--- config.mk ---
export PLATFORM = sky130hd
export DESIGN_NAME = tdm_demux
export DESIGN_NICKNAME = d
export VERILOG_FILES = /design/src/rtl/tdm_pkg.sv /design/src/rtl/tdm_shift_rx.sv /design/src/rtl/tdm_demux.sv
export SDC_FILE = /design/constraint.sdc
export NUM_CORES = 1
export LEC_CHECK = 0
export CAP_MARGIN = 5
export CORE_UTILIZATION = 35
export DETAILED_ROUTE_END_ITERATION = 6
export GPL_TIMING_DRIVEN = 0
export SYNTH_ARGS = -nofsm -noshare
export SYNTH_HDL_FRONTEND = slang
export SYNTH_SLANG_ARGS = --single-unit
--- constraint.sdc ---
create_clock -name clk -period 2 [get_ports clk]
set_input_delay 0.2 -clock clk [delete_from_list [all_inputs] [get_ports clk]]
set_output_delay 0.2 -clock clk [all_outputs]
set_load 0.05 [all_outputs]
--- src/rtl/tdm_pkg.sv ---
// Shared types and width helpers for the serial TDM demultiplexer.
// Widths below are for the default configuration; modules derive their own from the same helpers.
package tdm_pkg;

  typedef enum logic [1:0] {
    ST_IDLE = 2'd0,
    ST_RECV = 2'd1,
    ST_PAR  = 2'd2
  } tdm_state_e;

  localparam int unsigned NUM_CH_DEF = 2;
  localparam int unsigned WORD_W_DEF = 8;

  // Counter width for a modulo-n count; never narrower than one bit.
  function automatic int unsigned cnt_w(input int unsigned n);
    return (n > 1) ? $clog2(n) : 1;
  endfunction

  localparam int unsigned BIT_CNT_W = cnt_w(WORD_W_DEF);
  localparam int unsigned CH_CNT_W  = cnt_w(NUM_CH_DEF);

endpackage

--- src/rtl/tdm_shift_rx.sv ---
// MSB-first serial-to-parallel word assembler with bit counter.
// word_o presents the word including the bit being sampled, so the caller can store it on that edge.
module tdm_shift_rx
  import tdm_pkg::*;
#(
  parameter int unsigned WORD_W = 8
) (
  input  logic              clk,
  input  logic              rst,
  input  logic              bit_i,
  input  logic              en_i,
  input  logic              restart_i,
  output logic [WORD_W-1:0] word_o,
  output logic              word_done_o
);

  localparam int unsigned BitCntW = cnt_w(WORD_W);
  localparam logic [BitCntW-1:0] LastBit = BitCntW'(WORD_W - 1);

  logic [WORD_W-1:0]  shreg_q, shreg_d;
  logic [BitCntW-1:0] cnt_q, cnt_d;

  always_comb begin
    shreg_d     = shreg_q;
    cnt_d       = cnt_q;
    word_done_o = 1'b0;
    word_o      = {shreg_q[WORD_W-2:0], bit_i};
    if (en_i) begin
      if (restart_i) begin
        // Restart bit is the MSB of a fresh word; stale partial bits are dropped.
        shreg_d = {{(WORD_W-1){1'b0}}, bit_i};
        cnt_d   = BitCntW'(1);
      end else begin
        shreg_d = word_o;
        if (cnt_q == LastBit) begin
          cnt_d       = '0;
          word_done_o = 1'b1;
        end else begin
          cnt_d = cnt_q + 1'b1;
        end
      end
    end
  end

  always_ff @(posedge clk) begin
    if (rst) begin
      shreg_q <= '0;
      cnt_q   <= '0;
    end else begin
      shreg_q <= shreg_d;
      cnt_q   <= cnt_d;
    end
  end

endmodule

--- src/rtl/tdm_demux.sv ---
// Serial TDM demultiplexer: steers NUM_CH interleaved MSB-first words into channel registers.
// Define TDM_PARITY_EN to expect a trailing even-parity bit per frame and report par_err.
module tdm_demux
  import tdm_pkg::*;
#(
  parameter int unsigned NUM_CH = 2,
  parameter int unsigned WORD_W = 8
) (
  input  logic                     clk,
  input  logic                     rst,
  input  logic                     din,
  input  logic                     din_en,
  input  logic                     fsync,
  output logic [NUM_CH*WORD_W-1:0] ch_data,
  output logic [NUM_CH-1:0]        ch_strobe,
  output logic                     frame_done,
  output logic                     sync_err,
  output logic                     par_err
);

  localparam int unsigned ChCntW = cnt_w(NUM_CH);
  localparam logic [ChCntW-1:0] LastCh = ChCntW'(NUM_CH - 1);

  tdm_state_e                state_q, state_d;
  logic [ChCntW-1:0]         ch_cnt_q, ch_cnt_d;
  logic [NUM_CH*WORD_W-1:0]  ch_data_q, ch_data_d;
  logic [NUM_CH-1:0]         strobe_q, strobe_d;
  logic                      frame_done_q, frame_done_d;
  logic                      sync_err_q, sync_err_d;

  logic                      sr_en;
  logic                      sr_restart;
  logic [WORD_W-1:0]         word;
  logic                      word_done;

  // Any qualified fsync restarts the word; otherwise only data bits in RECV shift in.
  assign sr_restart = fsync;
  assign sr_en      = din_en & (fsync | (state_q == ST_RECV));

  tdm_shift_rx #(
    .WORD_W (WORD_W)
  ) u_shift_rx (
    .clk         (clk),
    .rst         (rst),
    .bit_i       (din),
    .en_i        (sr_en),
    .restart_i   (sr_restart),
    .word_o      (word),
    .word_done_o (word_done)
  );

`ifdef TDM_PARITY_EN
  logic parity_q, parity_d;
  logic par_err_q, par_err_d;
`endif

  always_comb begin
    state_d      = state_q;
    ch_cnt_d     = ch_cnt_q;
    ch_data_d    = ch_data_q;
    strobe_d     = '0;
    frame_done_d = 1'b0;
    sync_err_d   = sync_err_q;
`ifdef TDM_PARITY_EN
    parity_d     = parity_q;
    par_err_d    = 1'b0;
`endif

    unique case (state_q)
      ST_IDLE: begin
        if (din_en && fsync) begin
          ch_cnt_d = '0;
          state_d  = ST_RECV;
`ifdef TDM_PARITY_EN
          parity_d = din;
`endif
        end
      end

      ST_RECV: begin
        if (din_en) begin
          if (fsync) begin
            sync_err_d = 1'b1;
            ch_cnt_d   = '0;
`ifdef TDM_PARITY_EN
            parity_d   = din;
`endif
          end else begin
`ifdef TDM_PARITY_EN
            parity_d = parity_q ^ din;
`endif
            if (word_done) begin
              for (int k = 0; k < NUM_CH; k++) begin
                if (ch_cnt_q == ChCntW'(k)) begin
                  ch_data_d[k*WORD_W +: WORD_W] = word;
                  strobe_d[k]                   = 1'b1;
                end
              end
              if (ch_cnt_q == LastCh) begin
                ch_cnt_d = '0;
`ifdef TDM_PARITY_EN
                state_d  = ST_PAR;
`else
                frame_done_d = 1'b1;
                state_d      = ST_IDLE;
`endif
              end else begin
                ch_cnt_d = ch_cnt_q + 1'b1;
              end
            end
          end
        end
      end

`ifdef TDM_PARITY_EN
      ST_PAR: begin
        if (din_en) begin
          if (fsync) begin
            sync_err_d = 1'b1;
            ch_cnt_d   = '0;
            parity_d   = din;
            state_d    = ST_RECV;
          end else begin
            frame_done_d = 1'b1;
            // Even parity: XOR over data plus parity bit must be zero.
            par_err_d    = parity_q ^ din;
            state_d      = ST_IDLE;
          end
        end
      end
`endif

      default: state_d = ST_IDLE;
    endcase
  end

  always_ff @(posedge clk) begin
    if (rst) begin
      state_q      <= ST_IDLE;
      ch_cnt_q     <= '0;
      ch_data_q    <= '0;
      strobe_q     <= '0;
      frame_done_q <= 1'b0;
      sync_err_q   <= 1'b0;
    end else begin
      state_q      <= state_d;
      ch_cnt_q     <= ch_cnt_d;
      ch_data_q    <= ch_data_d;
      strobe_q     <= strobe_d;
      frame_done_q <= frame_done_d;
      sync_err_q   <= sync_err_d;
    end
  end

`ifdef TDM_PARITY_EN
  always_ff @(posedge clk) begin
    if (rst) begin
      parity_q  <= 1'b0;
      par_err_q <= 1'b0;
    end else begin
      parity_q  <= parity_d;
      par_err_q <= par_err_d;
    end
  end

  assign par_err = par_err_q;
`else
  assign par_err = 1'b0;
`endif

  assign ch_data    = ch_data_q;
  assign ch_strobe  = strobe_q;
  assign frame_done = frame_done_q;
  assign sync_err   = sync_err_q;

endmodule

**After elaboration in Yosys (flattened, before gate mapping)**

Cells that the tools add are included.

- Bitwise logic cells: 7
- Equal/unequal tests: 8
- Muxes and demuxes: 20
- Reduce and logical (&&, ||, !) cells: 9
- Add/sub/neg operators: 2

Operator list:

| operator | count |
|---|---|
| AND reduction 5 bit | 3 |
| 2-to-1 mux 1 bit | 10 |
| 2-to-1 mux 2 bit | 5 |
| inequality test 2 bit (second input constant) | 4 |
| 2-to-1 mux 7 bit | 1 |
| 2-to-1 mux 3 bit | 2 |
| NOT 1 bit | 5 |
| OR reduction 5 bit | 1 |
| case mux 2 bit (2 select lines) | 1 |
| AND reduction 4 bit | 1 |
| adder 3 x 1 -> 3 bit (second input constant) | 1 |
| == test 3 bit (second input constant) | 1 |
| inequality test 3 x 2 -> 1 bit (second input constant) | 1 |
| AND reduction 3 bit | 1 |
| == test 2 x 1 -> 1 bit (second input constant) | 1 |
| zero test 2 bit | 1 |
| inequality test 2 x 1 -> 1 bit (second input constant) | 1 |
| case mux 1 bit (2 select lines) | 1 |
| nonzero test 2 bit | 1 |
| adder 1 bit (second input constant) | 1 |
| AND 1 bit | 1 |
| logical AND 1 bit | 1 |
| OR 1 bit | 1 |

- Register bits: 33
- Output and inout port bits: 21
- Logic and storage cells: 55

**Logic depth before layout (Yosys ltp)**

- Depth after elaboration: 8
- Depth in mapped cells: 5

**Modules after synthesis**

From an unflattened synthesis, not the netlist that was laid out.

- Cells, all modules: 124
- Area total of the unflattened synthesis: 1297.5 µm²

Modules (own cells, without submodules):

| module | cells an instance | seq. area each (µm²) | times used | area each (µm²) |
|---|---|---|---|---|
| tdm_demux | 76 | 420.4 | 1 | 799.5 |
| tdm_shift_rx | 48 | 200.2 | 1 | 498.0 |

**Worst setup path before layout**

Ideal clock, no wire load.

- Path type: reg2reg
- Start point: reg u_shift_rx.cnt_q[0]
- End point: reg u_shift_rx.cnt_q[1]
- Slack: 0.569 ns
- Arrival: 1.361 ns
- Clock period less this slack: 1.431 ns
- Cell stages (with the launch flop): 5
- Setup time: 0.070 ns
- Path through: dfxtp_1 > ha_1 > ha_1 > or4b_1 > a21oi_1

- Word-level cells in the longest chain between the ends: 3
- Elaborated cells between the ends (all ways): 4

RTL lines:

| item | RTL line | RTL |
|---|---|---|
| start: declaration | tdm_shift_rx.sv:21 | `logic [BitCntW-1:0] cnt_q, cnt_d;` |
| start signal: assignment | tdm_shift_rx.sv:51 | `cnt_q <= cnt_d;` |
| adder 3 x 1 -> 3 bit or == test 3 bit (tied branches) | tdm_shift_rx.sv:39, tdm_shift_rx.sv:35 |  |
| 2-to-1 mux 3 bit * | tdm_shift_rx.sv:35 | `if (cnt_q == LastBit) begin` |
| 2-to-1 mux 3 bit * | tdm_shift_rx.sv:29 | `if (restart_i) begin` |

Mark *: on every way between the ends. The rest lies on a longest branch, timed or not.
A chain may end at the register's enable or synchronous reset.

==> results.md <==
- Fin Setup TNS: 0 ns
- Max Clk Rate: about 0.57 GHz
- Synth cell types: 24
- Worst min-delay path class: in -> reg
- DP HPWL: 1660 um
- Area of the multi-input gates: 549 sq um
- Max clock buf depth: 2
- Top cell type's share of synthesized area: 50.1%
- Core footprint: 3360 sq um
- Starting density of the core: 36.8%
- CP Launch Type: register
- Nets: 158
- Psw: approximately 0.25 mW
- Clk_lat worst skew: 0.33 ns
- Clock Power Share: 42.7%
- Fin. max-slew vios: 0
- Worst endpoint required time: ~1.8 ns
- Async SR Flop Fraction: 0%
- Power Dens Cells: roughly 740 nW/um^2
- Clock sinks: 31
- Initial antenna violation count: 0
- Largest area contributor in the synthesized netlist: dfxtp_1
- Worst-margin pin slew: 0.499 ns
- Minimum clock period: 1.77 ns
- Run status: complete, no violations
- DRC: 0
- Routed WL per cell: 12.3 um
- Synth area leaders: dfxtp_1 (50%), mux2i_1 (14%), nand2b_1 (12%)
- Mapped cell area: 1240 sq um
- Worst EP arrival: 1.57 ns
- Switching Fraction: 21.1%
- IO Count: 26
- DR vias: approximately 920
- Hold-fix buffers, CTS: 0
- GPL Wtd Cong: 0.737
- Power share of the combinational group: 4.9%
- Pin count of the biggest net entering global routing: 11
- Worst-path maximum fanout: 2
- ANT cells: 0
- Final Skew: ~0.0064 ns
- Vias in the first global route: about 900
- GRT Total Usage: between 15 and 20%
- Root Driver: clkbuf_4
- Leak: roughly 0.64 nW
- Ys Warns: 0
- Final period util: 88.3%
- WHS: 0.258 ns
- Post-route ant nets: 0
- RSZ-0062 raised after global routing: no
- Int Power: 0.943 mW
- # resized after CTS: 0
- Synthesized instance count: about 120
- TritonCTS buffer count: 5
- Syn Nets: 128
- Syn Area/Cell: 10.2 sq um
- Die area: 3780 sq um
- Die span in x: 61.5 um
- Fill cell count: 358
- Most common cell in the synthesized netlist: dfxtp_1
- H-tree levels: 2
- CTS tree: done
- Setup-failing EPs final: 0
- Synth-to-Final Area Change: 30.2%
- I/O Buffers: 23
- Layout cells sized above 1: 9.87%
- Peak supply drop: 0.000450 V
- Post-synth top cells: dfxtp_1 (31), nand2b_1 (24), mux2i_1 (17), nor2_1 (12), a22oi_1 (8)
- Crit. End Element: output port
- Seq cells post-synth: 31
- Sequential fraction of the synthesis area: 50.1%
- Post-CTS setup buffer count: 0
- Final hold violations: 0
- Row count: 21
- Drt via density: 4.63
- Register share of total power: 52.5%
- Routed wire length: 2430 um
- Die height: about 61 um
- Setup CP Type: reg -> out
- Starting DRT DRC Count: 40
- Gr ovfl total: 0
- Max Cap Viol: 0
- Drt first pass iters: 4
- FF+latch area: 621 sq um
- Synth Flop Type: dfxtp_1
- Post-synth EDFFs: 0
- Clock-pin slew on the worst setup and hold paths: 0.10 ns
- Worst slew margin: 66.7%
- First-pass GRT wire length: 3990 um
[stage by stage]
step,instances,area (sq um),power [mW],utilization (%),setup slack (ns)
2_1_floorplan,121,1240,0.680,-,0.569
3_3_place_gp,190,1530,0.699,45.4,0.375
3_5_place_dp,190,1530,0.700,45.4,0.351
4_1_cts,198,1610,1.21,48.0,0.214
5_1_grt,198,1610,1.24,48.0,0.182
6_report,198,1610,1.20,48.0,0.235
[cell families (layout without fill, tap and decap cells)]
kind of cell,Yosys count,after routing,synth area share [%]
AND/OR/NAND/NOR,44,44,20.3
multiplexers,17,17,13.7
other,1,1,0.303
AO/OA/AOI/OAI,15,15,7.98
buffers and inverters,11,42,5.55
adder cells (fa/ha/maj),2,2,2.02
flip-flops,31,31,50.1
[area by class of cell]
cell class              count  area share (%)
clock inverters             2            2.17
multi-input cells          79            34.1
well taps                  46            3.57
plain buffers              10            4.03
flip-flops and latches     31            38.5
clock buffers               6            3.18
repair buffers             23            14.3
inverters                   1           0.233
[registers in the layout, indices dropped and copies added (netlist names)]
signal / cells
ch_data: 16
u_shift_rx.shreg_q: 7
u_shift_rx.cnt_q: 3
ch_cnt_q: 1
ch_strobe: 1
frame_done: 1
state_q: 1
sync_err: 1
[final timing paths]
kind,from,endpoint,slack (ns),cells past startpoint
hold / removal,rst,u_shift_rx.shreg_q[0],0.26,2
setup / recovery,frame_done,ch_strobe[1],0.23,2
setup reg to reg,u_shift_rx.cnt_q[0],u_shift_rx.cnt_q[1],0.45,4
hold reg to reg,u_shift_rx.cnt_q[1],u_shift_rx.cnt_q[1],0.47,2
[worst max-delay path: stages, from the launching register on]
cell and delay (ns):
dfxtp_1 0.35, buf_4 0.10, clkdlybuf4s50_1 0.78
[power groups by stage]
stage	Sequential (mW)	Clock [mW]	Combinational, mW
floorplan	0.643	0	0.0377
global placement	0.641	0	0.0578
detailed placement	0.641	0	0.0584
CTS	0.627	0.526	0.0588
global route	0.628	0.552	0.0640
finish	0.627	0.510	0.0581
[metal layers]
layer | routed length (um) | GRT usage (%) | part of all wire, %
met5 | 0 | 0 | 0
met4 | 38 | 8.57 | 1.6
met3 | 109 | 5.04 | 4.5
met2 | 1160 | 25.5 | 48
met1 | 1120 | 16.5 | 46
[cell usage in the layout (no fill, tap or decap), types with 2 or more instances in the layout]
master and n:
buf_4 3, clkdlybuf4s50_1 23, a22oi_1 8, clkbuf_4 5, a21oi_1 3, nand3_1 2, clkbuf_1 4, nor2_1 12
dfxtp_1 31, buf_6 2, mux2i_1 17, ha_1 2, nand2b_1 24
(Power assumes the default switching activity.)
